`config.mk`:
```
export PLATFORM = sky130hd
export DESIGN_NAME = fp_add_operand_stage
export DESIGN_NICKNAME = d
export VERILOG_FILES = /design/src/rtl/fp_add_operand_stage.sv
export SDC_FILE = /design/constraint.sdc
export NUM_CORES = 1
export LEC_CHECK = 0
export CORE_MARGIN = 2
export CORE_UTILIZATION = 50
export DETAILED_ROUTE_END_ITERATION = 10
export PLACE_DENSITY = 0.83
export SLEW_MARGIN = 20
export SYNTH_ARGS = -nofsm -noshare
export SYNTH_HDL_FRONTEND = slang
export SYNTH_SLANG_ARGS = --single-unit
```
`constraint.sdc`:
```
create_clock -name clk -period 2.75 [get_ports clk]
set_input_delay 0.55 -clock clk [delete_from_list [all_inputs] [get_ports clk]]
set_output_delay 0.55 -clock clk [all_outputs]
set_load 0.02 [all_outputs]
```
`src/rtl/fp_add_operand_stage.sv`:
```
// Operand-prep FIFO for an FP32 adder: orders each pair by magnitude, classifies both
// operands and precomputes exponent difference / effective-subtract at push time.
module fp_add_operand_stage #(
  parameter int DEPTH = 4
) (
  input  logic                     clk,
  input  logic                     rst_n,
  input  logic                     in_valid,
  output logic                     in_ready,
  input  logic [31:0]              in_x,
  input  logic [31:0]              in_y,
  output logic                     out_valid,
  input  logic                     out_ready,
  output logic [31:0]              out_x,
  output logic [31:0]              out_y,
  output logic                     out_swapped,
  output logic [7:0]               out_exp_diff,
  output logic                     out_sub,
  output logic [2:0]               out_class_x,
  output logic [2:0]               out_class_y,
  output logic                     out_special,
  output logic [$clog2(DEPTH):0]   count
);

  localparam int AW = $clog2(DEPTH);
  localparam int CW = AW + 1;
  localparam logic [CW-1:0] FULL = CW'(DEPTH);

  localparam logic [2:0] CLS_ZERO = 3'b000;
  localparam logic [2:0] CLS_SUB  = 3'b001;
  localparam logic [2:0] CLS_NORM = 3'b010;
  localparam logic [2:0] CLS_INF  = 3'b011;
  localparam logic [2:0] CLS_NAN  = 3'b100;

  function automatic logic [2:0] f_class(input logic [31:0] v);
    logic [2:0] c;
    if (v[30:23] == 8'h00)      c = (v[22:0] == 23'd0) ? CLS_ZERO : CLS_SUB;
    else if (v[30:23] == 8'hFF) c = (v[22:0] == 23'd0) ? CLS_INF : CLS_NAN;
    else                        c = CLS_NORM;
    return c;
  endfunction

  function automatic logic f_is_special(input logic [2:0] c);
    return (c == CLS_INF) || (c == CLS_NAN);
  endfunction

  logic [AW-1:0] r_wr_ptr;
  logic [AW-1:0] r_rd_ptr;
  logic [CW-1:0] r_count;

  logic [31:0] r_x_mem   [DEPTH];
  logic [31:0] r_y_mem   [DEPTH];
  logic        r_sw_mem  [DEPTH];
  logic [7:0]  r_ed_mem  [DEPTH];
  logic        r_sub_mem [DEPTH];
  logic [2:0]  r_cx_mem  [DEPTH];
  logic [2:0]  r_cy_mem  [DEPTH];
  logic        r_sp_mem  [DEPTH];

  logic        w_push;
  logic        w_pop;
  logic        w_swap;
  logic [31:0] w_big;
  logic [31:0] w_small;
  logic [2:0]  w_cls_big;
  logic [2:0]  w_cls_small;
  logic [7:0]  w_exp_diff;

  assign in_ready  = (r_count < FULL);
  assign out_valid = (r_count != '0);
  assign count     = r_count;

  assign w_push = in_valid && in_ready;
  assign w_pop  = out_valid && out_ready;

  // Equal magnitudes keep the original order so X stays in front on ties.
  assign w_swap      = (in_y[30:0] > in_x[30:0]);
  assign w_big       = w_swap ? in_y : in_x;
  assign w_small     = w_swap ? in_x : in_y;
  assign w_cls_big   = f_class(w_big);
  assign w_cls_small = f_class(w_small);
  assign w_exp_diff  = w_big[30:23] - w_small[30:23];

  always_ff @(posedge clk or negedge rst_n) begin
    if (!rst_n) begin
      r_wr_ptr <= '0;
      r_rd_ptr <= '0;
      r_count  <= '0;
    end else begin
      if (w_push) r_wr_ptr <= r_wr_ptr + 1'b1;
      if (w_pop)  r_rd_ptr <= r_rd_ptr + 1'b1;
      case ({w_push, w_pop})
        2'b10:   r_count <= r_count + 1'b1;
        2'b01:   r_count <= r_count - 1'b1;
        default: r_count <= r_count;
      endcase
    end
  end

  // Stored entries are cleared on reset so the head reads all-zero afterwards.
  always_ff @(posedge clk or negedge rst_n) begin
    if (!rst_n) begin
      for (int i = 0; i < DEPTH; i++) begin
        r_x_mem[i]   <= '0;
        r_y_mem[i]   <= '0;
        r_sw_mem[i]  <= 1'b0;
        r_ed_mem[i]  <= '0;
        r_sub_mem[i] <= 1'b0;
        r_cx_mem[i]  <= '0;
        r_cy_mem[i]  <= '0;
        r_sp_mem[i]  <= 1'b0;
      end
    end else if (w_push) begin
      r_x_mem[r_wr_ptr]   <= w_big;
      r_y_mem[r_wr_ptr]   <= w_small;
      r_sw_mem[r_wr_ptr]  <= w_swap;
      r_ed_mem[r_wr_ptr]  <= w_exp_diff;
      r_sub_mem[r_wr_ptr] <= in_x[31] ^ in_y[31];
      r_cx_mem[r_wr_ptr]  <= w_cls_big;
      r_cy_mem[r_wr_ptr]  <= w_cls_small;
      r_sp_mem[r_wr_ptr]  <= f_is_special(w_cls_big) || f_is_special(w_cls_small);
    end
  end

  assign out_x        = r_x_mem[r_rd_ptr];
  assign out_y        = r_y_mem[r_rd_ptr];
  assign out_swapped  = r_sw_mem[r_rd_ptr];
  assign out_exp_diff = r_ed_mem[r_rd_ptr];
  assign out_sub      = r_sub_mem[r_rd_ptr];
  assign out_class_x  = r_cx_mem[r_rd_ptr];
  assign out_class_y  = r_cy_mem[r_rd_ptr];
  assign out_special  = r_sp_mem[r_rd_ptr];

endmodule
```
Word level (Yosys, flattened, before mapping)
Index checks and enable logic that the tools add are counted.
{ "totals": {"regBits": 331, "input_bits": 68, "out_inout_bits": 86, "wordCells": 119} }
{ "classes": {"addsub": 5, "n_lt_le_gt_ge": 5, "eq_ne": 8, "n_mux": 51, "bitwise_logic": 3, "n_reduce_logical": 12} }
{ "ops": {"columns": ["operator", "count"], "rows": [
  ["$bwmux W128", 2],
  ["$mux W32", 7],
  ["$bmux W32 S2", 2],
  ["$demux W32 S2", 1],
  ["$logic_not A23 Y1", 2],
  ["$mux W3", 11],
  ["$bwmux W32", 1],
  ["$gt A31 B31 Y1", 1],
  ["$bwmux W12", 2],
  ["$mux W8", 3],
  ["$bmux W8 S2", 1],
  ["$demux W8 S2", 1],
  ["$eq A8 B8 Y1 const B", 2],
  ["$logic_not A8 Y1", 2],
  ["$bmux W3 S2", 2],
  ["$bwmux W4", 3],
  ["$mux W1", 9],
  ["$sub A8 B8 Y8", 1],
  ["$bmux W1 S2", 3],
  ["$demux W3 S2", 1],
  ["$eq A3 B2 Y1 const B", 2],
  ["$eq A3 B3 Y1 const B", 2],
  ["$ge A3 B3 Y1 const B", 2],
  ["$not A2 Y3", 2],
  ["other kinds (14)", 19]
]} }

Longest topological paths before layout
{ "depth": {"depth_word": 10, "depth_mapped": 18, "mapped_depth_nobuf": 16} }

Worst setup path before layout
Ideal clock, no wire load.
{ "synth_path": {"path_type": "input-to-reg", "startpoint": "input port in_x[26]", "endpoint": "register r_ed_mem[14] (netlist name)", "setup_time_ns": 0.132, "arrival_time_ns": 3.448, "required_ns": 2.618, "path_slack_ns": -0.831, "path_stages": 18, "path_buffers": 4, "path_cell_list": "inv_1 > ha_1 > buf_2 > a21oi_1 > o21ai_1 > a311o_1 > o21ai_2 > buf_4 > clkbuf_1 > buf_2 > nor2_1 > a21oi_1 > ha_1 > inv_1 > nor2_1 > o311ai_1 > a21oi_1 > o31ai_1"} }
{ "synth_via": {"elab_chain_cells": 4, "elab_cells_between_ends": 5, "cone_classes": "add/sub (1); order compare (1); mux (3)"} }
{ "synth_rtl": {"columns": ["element", "line", "source"], "rows": [
  ["from (decl)", "10", "input logic [31:0] in_x,"],
  ["$gt A31 B31 Y1", "77", "assign w_swap = (in_y[30:0] > in_x[30:0]);"],
  ["$mux W32 (on tied branches)", "78, 79", null],
  ["$sub A8 B8 Y8 (*)", "82", "assign w_exp_diff = w_big[30:23] - w_small[30:23];"],
  ["$bwmux W32 (*)", "117", "r_ed_mem[r_wr_ptr] <= w_exp_diff;"],
  ["to (signal, indexed assignment)", "117", null],
  ["to (decl)", "54", "logic [7:0] r_ed_mem [DEPTH];"]
]} }
Every way passes the cells marked *; elsewhere a longest branch is shown, timed or not.
A chain may end at the register's enable or synchronous reset.

Worst setup path after layout
{ "layout_path": {"startpoint": "input port in_y[11]", "endpoint": "register r_ed_mem[14] (netlist name)"} }
{ "layout_via": {"elab_chain_cells": 4, "elab_cells_between_ends": 5, "cone_classes": "add/sub (1); order compare (1); mux (3)"} }
{ "layout_rtl": {"columns": ["element", "line", "source"], "rows": [
  ["from (decl)", "11", "input logic [31:0] in_y,"],
  ["$gt A31 B31 Y1 (*)", "77", null],
  ["$mux W32 (on tied branches)", "78, 79", null],
  ["$sub A8 B8 Y8 (*)", "82", null],
  ["$bwmux W32 (*)", "117", null]
]} }
Marked as above.

==> metrics.cfg <==
[sta]
slew_headroom = 0.476
max_freq_mhz = 336
worst_pin_slew_ns = 0.785
fin_ws_ns = -0.226
finClkSkew_ns = 0.0183
min_period_over_period = 1.08
setup_viol = 72
period_minus_slack_ns = 2.98
hold_violations = 0
maxSlewViolCount = 0
rsz0062_at_grt = true

[worst_setup_path]
start_kind = primary input
worst_setup_path_end_kind = flop
crit_arrival_ns = 3.35
cp_cell_sequence = buf_2 -> ha_4 -> nand4_1 -> nor4_4 -> o31ai_2 -> a31oi_2 -> buf_6 -> o21ai_4 -> buf_6 -> mux2_4 -> o311ai_4 -> and3_4 -> o31ai_2
worst-setup-path-type = primary input to flop
cp_max_fo = 5
required_ns = 3.12
max_stage_delay_ns = 0.40
cp_slowest_cell = nor4_4

[place]
place_congestion = 0.996
dp_hpwl_mm = 30.9
pre_cts_slack_ns = -1.33
io_buffers = 153

[final_layout]
multi_input_area_sq_mm = 0.00799
final_common_cell = nand2_1
syn_to_final_growth_pct = 38.5
drive_above_1_share = 0.364
nets = 2006
layout_common_cells = nand2_1 (340), dfrtp_1 (329), o21ai_0 (269)
fillerInstances = 2141
seq_area_sq_mm = 0.00829

[logic_synthesis]
synth_fp_nets = 1638
avgSynthCellArea_sq_um = 10.3
ys.flop_type = dfrtp_1
synth_area_leader_cell = dfrtp_1
synth_seq_cells = 331
synthCells = 1532
ys_async_sr_fraction = 1.00
synth_edf_count = 0
ys_warn_count = 0
synth_area_leaders = dfrtp_1 (52%), mux4_2 (12%), o21ai_0 (10%)
synth_area_sq_mm = 0.0158
ys_seq_area_frac = 0.523
yosysTopAreaCellShare = 0.523
ys_types = 55

[grt]
antenna_found_initial = 1
first_global_vias = 13679
grt-ovfl-total = 0
grt.total_usage = 0.289
grt_pass1_wl_mm = 74.9
grt_start_max_net_pins = 85

[die]
die_area_sq_mm = 0.0331
initial_utilization = 0.504
core_area_sq_mm = 0.0314
rows = 65
fp.dieH_um = 182
dieWidth_um = 182
io_pins = 154

[pwr]
p_leak_nw = 10.1
power_w = 0.0237
powerDensity_mw_per_mm2 = 1080
peakVddDrop_mv = 0.679

[detailed_routing]
viasPerCell = 5.96
dr.pass1.iters = 6
wl_mm = 49.5
ant_nets = 0
vias = 13859
drtIter0Drc = 1471
drc = 0
detail_route.wl_per_cell_um = 21.3

[clock_tree]
htree_levels = 2
path_clk_slew_ns = 0.07
clock-root-buffer = clkbuf_16
cts_buffers = 36
cts.sinks = 331
cts_tree = yes
cts_buffer_depth = 3
clk_latency_ns = 0.52

[status]
outcome = finished with violations
violations = setup timing

[min_path]
hold_class = primary input to flop

[flow_run]
drv_cap = 0

## layer usage
metal | GRT usage | vias to the layer above | wire, um
li1 | - | 6154 | -
met1 | 0.403 | 6942 | 20100
met2 | 0.464 | 641 | 23900
met3 | 0.0505 | 122 | 3790
met4 | 0.0945 | 0 | 1640
met5 | 0 | - | 0
## final cells by class
cell class	instances	share of cell area
diodes	1	0.000114
clock buffers	50	0.0467
clock inverters	9	0.00707
inverters	47	0.0101
multi-input cells	1053	0.364
flip-flops and latches	331	0.378
well taps	402	0.0229
repair buffers	431	0.171
## report_power, final
part	total [W]	switching [W]	internal, W
sequential	0.00812	0.00115	0.00696
clock	0.00492	0.00195	0.00297
combinational	0.0106	0.00572	0.00492
## sequential cells by signal (all words and copies together), names as in the netlist
signal     flops
count          3
r_cx_mem      12
r_cy_mem      12
r_ed_mem      32
r_rd_ptr       2
r_sp_mem       4
r_sub_mem      4
r_sw_mem       4
r_wr_ptr       2
r_x_mem      128
r_y_mem      128
## timing repair
action                                 in CTS  in global routing
hold buffers                                1                  0
gates resized for setup                   527                189
setup endpoints to repair                 389                302
pin swaps                                  57                 41
buffers inserted                           27                 32
endpoints found under the hold margin      33                  0
gates cloned                                4                  6
## worst paths after layout
path | from | to | slack [ns] | depth (start not counted)
max | in_y[11] | r_ed_mem[14] | -0.23 | 13
min | in_x[4] | r_x_mem[36] | 0.45 | 3
max reg2reg | count[0] | count[2] | 0.86 | 9
min reg2reg | r_y_mem[26] | r_y_mem[26] | 0.48 | 2
max in group asynchronous | rst_n | r_rd_ptr[1] | 1.41 | 3
min in group asynchronous | rst_n | r_y_mem[28] | 0.55 | 2
## worst max-delay path: cells and delay by family
family,cells,cell delay (ns)
simple gates,3,0.98
compound gates,5,0.80
fa+ha+maj,1,0.26
mux,1,0.32
buf+inv,3,0.43
## kinds of logic after synthesis
group / Yosys count / synth area share
and+or+nand+nor: 466 / 0.123
AOI/OAI and AO/OA: 416 / 0.140
DFF: 331 / 0.523
buffers and inverters: 149 / 0.0361
muxes: 122 / 0.142
adders and majority gates: 38 / 0.0305
xor gates and xnor gates: 10 / 0.00553
## cell usage after synthesis, types with 2 or more instances
cell,n
a211o_1,2
a211oi_1,2
a21boi_0,4
a21oi_1,46
a31oi_1,3
and2_1,6
and3_1,3
and4_1,2
buf_1,9
buf_2,7
clkbuf_1,85
dfrtp_1,331
ha_1,37
inv_1,47
mux2_2,6
mux2i_1,35
mux4_2,81
nand2_1,347
nand3_1,9
nand4_1,14
nand4_2,2
nor2_1,47
nor2b_1,2
nor3_1,8
nor4_1,16
nor4_2,3
o211ai_1,5
o21ai_0,322
o21ai_1,3
o21bai_1,2
o22ai_1,4
o31a_1,2
o31ai_1,9
or2_2,2
xnor2_1,8
xor2_1,2
## through the flow
stage	hold WS, ns	setup TNS [ns]	cells	util	area (sq um)
2_1_floorplan	0.254	-6.27	1532	-	16200
3_3_place_gp	0.456	-307.93	2198	0.626	19600
3_5_place_dp	0.460	-333.12	2198	0.626	19600
4_1_cts	0.439	-0.218	2288	0.677	21200
5_1_grt	0.480	-6.19	2323	0.699	21900
6_report	0.446	-4.22	2324	0.699	21900
Power figures use the tool's default switching activity.
